## config.mk

```make
export PLATFORM = sky130hd
export DESIGN_NAME = fifo_rr_sched
export DESIGN_NICKNAME = d
export VERILOG_FILES = /design/src/rtl/fifo_rr_sched.sv
export SDC_FILE = /design/constraint.sdc
export NUM_CORES = 1
export LEC_CHECK = 0
export ABC_AREA = 1
export ABC_CLOCK_PERIOD_IN_PS = 2000
export BUFFER_PORTS_ARGS = -buffer_cell sky130_fd_sc_hd__buf_2
export CORE_MARGIN = 2
export CORE_UTILIZATION = 47
export DETAILED_ROUTE_END_ITERATION = 8
export MAX_ROUTING_LAYER = met4
export PLACE_DENSITY_LB_ADDON = 0.15
export SYNTH_ARGS = -nofsm -noshare
export SYNTH_HDL_FRONTEND = slang
export SYNTH_SLANG_ARGS = --single-unit
```

## constraint.sdc

```tcl
create_clock -name glb_clk -period 2 [get_ports glb_clk]
set_clock_uncertainty 0.2 [all_clocks]
set_input_delay 0 -clock glb_clk [delete_from_list [all_inputs] [get_ports glb_clk]]
set_output_delay 0 -clock glb_clk [all_outputs]
set_load 0.02 [all_outputs]
```

## src/rtl/fifo_rr_sched.sv

```systemverilog
// Round-robin packet scheduler: grants one FWFT ingress FIFO per packet and
// forwards its words through a registered valid/ready output stage.
module fifo_rr_sched #(
  parameter int PORT_NUM    = 2,
  parameter int DATA_W      = 32,
  parameter int MAX_PKT_LEN = 256,
  parameter int CNT_W       = 9
) (
  input  logic                       glb_clk,
  input  logic                       glb_areset,
  input  logic [PORT_NUM-1:0]        fifo_empty,
  input  logic [PORT_NUM*DATA_W-1:0] fifo_dout,
  input  logic [PORT_NUM-1:0]        fifo_eop,
  output logic [PORT_NUM-1:0]        fifo_rd_en,
  output logic                       out_valid,
  output logic [DATA_W-1:0]          out_data,
  output logic                       out_eop,
  input  logic                       out_ready,
  output logic [7:0]                 fifo_sel_code,
  output logic                       pkt_trunc
);

  localparam int IDX_W = $clog2(PORT_NUM);
  localparam logic [CNT_W-1:0] LAST_CNT = CNT_W'(MAX_PKT_LEN - 1);
  localparam logic [IDX_W-1:0] LAST_IDX = IDX_W'(PORT_NUM - 1);

  typedef enum logic {IDLE, XFER} state_t;

  state_t              state, state_nxt;
  logic [IDX_W-1:0]    rr_ptr, gnt, gnt_nxt, arb_idx;
  logic                arb_hit;
  logic [CNT_W-1:0]    word_cnt;
  logic [DATA_W-1:0]   dout_arr [PORT_NUM];
  logic [DATA_W-1:0]   head_data;
  logic                head_empty, head_eop;
  logic                pop, trunc, pkt_end;

  for (genvar i = 0; i < PORT_NUM; i++) begin : g_unpack
    assign dout_arr[i] = fifo_dout[i*DATA_W +: DATA_W];
  end

  assign head_data  = dout_arr[gnt];
  assign head_empty = fifo_empty[gnt];
  assign head_eop   = fifo_eop[gnt];

  // First requester at or after rr_ptr, wrapping modulo PORT_NUM.
  always_comb begin
    int idx;
    arb_hit = 1'b0;
    arb_idx = '0;
    idx     = 0;
    for (int k = 0; k < PORT_NUM; k++) begin
      idx = int'(rr_ptr) + k;
      if (idx >= PORT_NUM) idx = idx - PORT_NUM;
      if (!arb_hit && !fifo_empty[idx]) begin
        arb_hit = 1'b1;
        arb_idx = IDX_W'(idx);
      end
    end
  end

  assign pop     = (state == XFER) && !head_empty && (!out_valid || out_ready);
  assign trunc   = pop && !head_eop && (word_cnt == LAST_CNT);
  assign pkt_end = pop && (head_eop || trunc);
  assign gnt_nxt = (state == IDLE && arb_hit) ? arb_idx : gnt;

  // NOTE: sequential state uses non-blocking assignments so every register
  // samples pre-edge values regardless of block evaluation order.
  always_ff @(posedge glb_clk or posedge glb_areset) begin
    if (glb_areset) state <= IDLE;
    else            state <= state_nxt;
  end

  always_comb begin
    state_nxt = state;
    case (state)
      IDLE:    if (arb_hit) state_nxt = XFER;
      XFER:    if (pkt_end) state_nxt = IDLE;
      default: state_nxt = IDLE;
    endcase
  end

  // NOTE: the default assignment first keeps this combinational block
  // latch-free when no pop is taking place.
  always_comb begin
    fifo_rd_en = '0;
    if (pop) fifo_rd_en[gnt] = 1'b1;
  end

  always_ff @(posedge glb_clk or posedge glb_areset) begin
    if (glb_areset) begin
      rr_ptr        <= '0;
      gnt           <= '0;
      word_cnt      <= '0;
      fifo_sel_code <= '0;
      pkt_trunc     <= 1'b0;
    end else begin
      gnt           <= gnt_nxt;
      pkt_trunc     <= trunc;
      fifo_sel_code <= (state_nxt == XFER) ? (8'd128 + 8'(gnt_nxt)) : 8'd0;
      if (state == IDLE && arb_hit) word_cnt <= '0;
      else if (pop)                 word_cnt <= word_cnt + 1'b1;
      if (pkt_end) rr_ptr <= (gnt == LAST_IDX) ? '0 : gnt + 1'b1;
    end
  end

  // Output stage holds its word while the consumer stalls.
  always_ff @(posedge glb_clk or posedge glb_areset) begin
    if (glb_areset) begin
      out_valid <= 1'b0;
      out_data  <= '0;
      out_eop   <= 1'b0;
    end else if (pop) begin
      out_valid <= 1'b1;
      out_data  <= head_data;
      out_eop   <= head_eop || trunc;
    end else if (out_ready) begin
      out_valid <= 1'b0;
    end
  end

endmodule

```

Yosys cells after proc, flatten, opt, wreduce, memory -nomap -nowiden
Index checks and enable logic that the tools add are counted.

Add/subtract/negate cells: 6. Order comparisons: 7. Equal/unequal tests: 1. Mux-type cells: 32. Bitwise gates (word level): 2. Reduce and logical (&&, ||, !) cells: 16.

Operators by type and width (count): two-way mux 32 bit (5); < comparator 32 x 3 -> 1 bit (second input constant) (2); two-way mux 1 bit (21); two-way mux 9 bit (2); adder 9 x 1 -> 9 bit (second input constant) (1); equality test 9 x 8 -> 1 bit (second input constant) (1); adder 8 x 1 -> 8 bit (first input constant) (1); logical AND 1 bit (8); two-way mux 8 bit (1); greater-or-equal comparator 2 bit (second input constant) (2); logical NOT 1 bit (4); nonzero test 2 bit (2); subtractor 1 x 2 -> 3 bit (second input constant) (1); subtractor 2 x 2 -> 3 bit (second input constant) (1); adder 1 x 1 -> 2 bit (second input constant) (1); greater-or-equal comparator 1 x 2 -> 1 bit (second input constant) (1); logical OR 1 bit (2); < comparator 1 x 2 -> 1 bit (second input constant) (1); two-way mux 2 bit (1); NOT 1 -> 2 bit (1); case mux 1 bit (2 select lines) (1); adder 1 bit (second input constant) (1); demux 1 bit (select 1 bit) (1); greater-or-equal comparator 1 bit (second input constant) (1); NOT 1 bit (1).

Flip-flop bits (word level): 55. Output and inout port bits: 45.

Logic depth before layout (Yosys ltp)
Depth in word-level cells: 13. Depth in mapped cells: 9. Mapped depth without buffers: 9.

Least setup slack after synthesis
Ideal clock, no wire load.

Path type: flip-flop to flip-flop. From: reg word_cnt[0]. To: reg fifo_sel_code[0]. Data arrival time: 1.355 ns. Data required time: 1.729 ns. Path slack: 0.374 ns. Stages on the path, launching flop included: 10. Path buffers: 0. Clock period less this slack: 1.626 ns. Path through: dfrtp_1 -> ha_1 -> nand2_1 -> inv_1 -> nand2_1 -> nor3_1 -> ha_1 -> o21ai_2 -> nand2_1 -> nor2_1.

Longest elaborated chain between the ends: 7.

Ends and longest elaborated chain: start: declaration (RTL line 32) `logic [CNT_W-1:0] word_cnt;`; start signal: assignment (RTL line 102) `else if (pop) word_cnt <= word_cnt + 1'b1;`; equality test 9 x 8 -> 1 bit (RTL line 63) `assign trunc = pop && !head_eop && (word_cnt == LAST_CNT);`; logical AND 1 bit (RTL line 63); logical OR 1 bit (RTL line 64) `assign pkt_end = pop && (head_eop || trunc);`; logical AND 1 bit (RTL line 64); two-way mux 1 bit (RTL line 78) `XFER: if (pkt_end) state_nxt = IDLE;`; case mux 1 bit (2 select lines) (RTL line 76) `case (state)`; two-way mux 8 bit (RTL line 100) `fifo_sel_code <= (state_nxt == XFER) ? (8'd128 + 8'(gnt_nxt)) : 8'd0;`; end signal: assignment (RTL line 100); end: declaration (RTL line 19) `output logic [7:0] fifo_sel_code,`.

No other way between the ends. A chain may end at the register's enable or synchronous reset.

Worst setup path in the final report
From: reg gnt. To: reg out_data[8].

Longest elaborated chain between the ends: 5.

Ends and longest elaborated chain: start: declaration (RTL line 30) `logic [IDX_W-1:0] rr_ptr, gnt, gnt_nxt, arb_idx;`; start signal: assignment (RTL line 98) `gnt <= gnt_nxt;`; two-way mux 1 bit (not written as such) (2 in a row) (RTL line 43) `assign head_empty = fifo_empty[gnt];`; logical NOT 1 bit (RTL line 62) `assign pop = (state == XFER) && !head_empty && (!out_valid || out_ready);`; logical AND 1 bit (2 in a row) (RTL line 62); end signal: assignment (RTL line 115) `out_data <= head_data;`; end: declaration (RTL line 16) `output logic [DATA_W-1:0] out_data,`.

Several ways; a longest one is shown, not always the timed one. The select of a mux whose other input is x is not followed.

==> results.toml <==
[run_status]
status = "completed"

[worst_setup_path]
slowest_stage = "dlygate4sd3_1"
crit_chain = "inv_4 > buf_12 > nand2_1 > nand2_1 > dlygate4sd3_1 > nand2_1 > nand2_1"
r2r_cells = 7
cp.required_ns = 2.04
critPathTopFamily = "buffers and inverters"
cp_common_cell = "nand2_1"
worstSetupStartpoint = "gnt"
worstSetupPathType = "reg2reg"
worstPathArrival_ns = 1.89
critPathBufInv = 3
critPathMaxFanout = 36
reg2reg_to = "out_data[8]"
startpoint_type = "flip-flop"
crit_path_end_kind = "flip-flop"
rr_startpoint = "gnt"
cpPeakStageDelay_ns = 0.55
rrSetupSlack_ns = 0.15

[detailed_routing]
highest_layer = "met4"
ant_nets = 0
drt_iter0_markers = 137
wl_met2_mm = 3.72
drc_errors = 0
vias = 2819
m1WireLength_mm = 2.93
routedWlPerCell_um = 11.8
wl_mm = 7.15
drt_first_pass_iters = 4
drt-vias-per-instance = 4.67
wl_met3_um = 384

[final_layout]
diodes = 0
final_common_cell = "nand2_1"
finalNetCount = 606
drive_gt1_frac = 0.242
final_cell_mix = "nand2_1 (228), buf_2 (109), dlygate4sd3_1 (72), dfrtp_1 (48), nor2_1 (12)"
area_growth_pct = 55.3
post-route-util = 0.761

[clock_network]
max-clock-path-buffers = 2
cts.sinks = 48
root_buffer = "clkbuf_8"
cts_buffers = 5
cts_tree = "yes"
clock_latency_ns = 0.30
clkSlewWorstSetupHoldPaths_ns = 0.09
cts_setup_buffers = 0
cts_max_level = 2

[power_and_ir_drop]
pwr-share-seq = 0.321
p_sw_mw = 2.28
p_per_area_nw_per_um2 = 1300
swShare = 0.451
fin_total_pwr_mw = 5.06
p_int_mw = 2.78
combPwrFrac = 0.563
leakage_nw = 2.23
p_clk_frac = 0.116
ir_worst_vdd_uv = 729

[sta]
hold_slack_ns = 0.0424
hold_viol = 0
setup_violations = 0
max_freq_mhz = 541
slew_headroom = 0.550
period_needed_ns = 1.85
post-route-period-util = 0.923
setup_slack_ns = 0.153
rsz0062_at_grt = "no"
worst_slew_pin_slew_ns = 0.673
drv_slew = 0
setup_tns_ns = 0

[grt]
grt-ovfl-total = 0
grt_max_degree = 38
antenna_found_initial = 0
grt_usage = 0.258
grt_pass1_vias = 2699
grt_pass1_wl_mm = 11.9

[die]
start_util = 0.490
fp.dieW_um = 77.0
ioPinCount = 116
rows = 26
core-area_um2 = 5110
die_area_um2 = 5920
fp.dieH_um = 77.0

[synthesis]
syn_area_per_cell_um2 = 7.05
seq_area_frac_synth = 0.480
async_flop_share = 1.00
synthDistinctLibCells = 26
syn_area_um2 = 2500
syn-instance-count = 355
synth-seq-cells = 48
synth_ff_type = "dfrtp_1"
synth_edf_count = 0
yosys_warnings = 0

[place]
preCtsSetupSlack_ns = 0.259
dp_hpwl_mm = 4.19
place_congestion = 0.841
portBuffers = 109

[job]
drv_cap = 0

[hold_path]
hold_path.class = "in2async"
-- cell usage after synthesis (all sizes together), types with 2 or more instances --
cell | n | share of area
nand2 | 229 | 0.34
dfrtp | 48 | 0.48
buf | 16 | 0.049
inv | 14 | 0.022
nor2 | 13 | 0.022
nand3 | 9 | 0.020
o21ai | 8 | 0.017
clkbuf | 6 | 0.0090
nand4 | 3 | 0.0075
ha | 2 | 0.010
-- repair_timing --
item / in CTS / in global routing
endpoints found under the setup margin: 0 / 32
hold buffers: 72 / 0
gates resized for setup: 0 / 5
endpoints found under the hold margin: 87 / 0
-- registers in the layout, indices dropped and copies added, names as in the netlist --
register / cells
gnt: 1
word_cnt: 9
pkt_trunc: 1
out_data: 32
out_eop: 1
rr_ptr: 1
out_valid: 1
fifo_sel_code: 2
-- cells by family after synthesis --
| kind of cell | synth area share |
|---|---|
| other | 0.00150 |
| buffers and inverters | 0.0805 |
| AND/OR/NAND/NOR | 0.403 |
| AO/OA/AOI/OAI | 0.0255 |
| flip-flops | 0.480 |
| adder cells (fa/ha/maj) | 0.0100 |
-- tightest hold or removal path, stage by stage --
cell and delay, ns:
dlygate4sd3_1 0.55, buf_2 0.13, inv_2 0.29
-- area by class of cell --
| cell class | instances | area [µm²] |
|---|---|---|
| timing repair buffer | 188 | 1330 |
| fill | 376 | 1220 |
| sequential | 48 | 1200 |
| multi-input combinational | 276 | 1120 |
| clock buffer | 8 | 90.1 |
| tap | 70 | 87.6 |
| inverter | 14 | 57.6 |
-- metal layers --
layer	vias to the layer above	GRT usage
li1	1418	-
met1	1291	0.285
met2	97	0.476
met3	13	0.0471
met4	0	0.0709
met5	-	-
-- power by group through the flow --
stage / combinational, mW / clock (mW) / sequential (mW)
6_report: 2.85 / 0.586 / 1.62
5_1_grt: 3.17 / 0.626 / 1.68
4_1_cts: 2.79 / 0.600 / 1.61
3_5_place_dp: 2.38 / 0 / 1.62
3_3_place_gp: 2.34 / 0 / 1.61
2_1_floorplan: 1.34 / 0 / 2.00
-- how the worst max path moves through the flow --
stage,slack [ns],endpoint,cells past startpoint
2_1_floorplan,0.37,fifo_sel_code[0],9
3_3_place_gp,0.31,fifo_sel_code[0],9
3_5_place_dp,0.26,fifo_sel_code[0],9
4_1_cts,0.03,out_data[12],7
5_1_grt,0.04,out_data[30],6
6_report,0.15,out_data[8],7
-- stage by stage --
stage	area, µm²	cells
global placement	3060	524
global route	3890	604
detailed placement	3060	524
floorplan	2520	360
CTS	3870	604
finish	3890	604
Note: power is estimated with default switching activity, not from simulation.
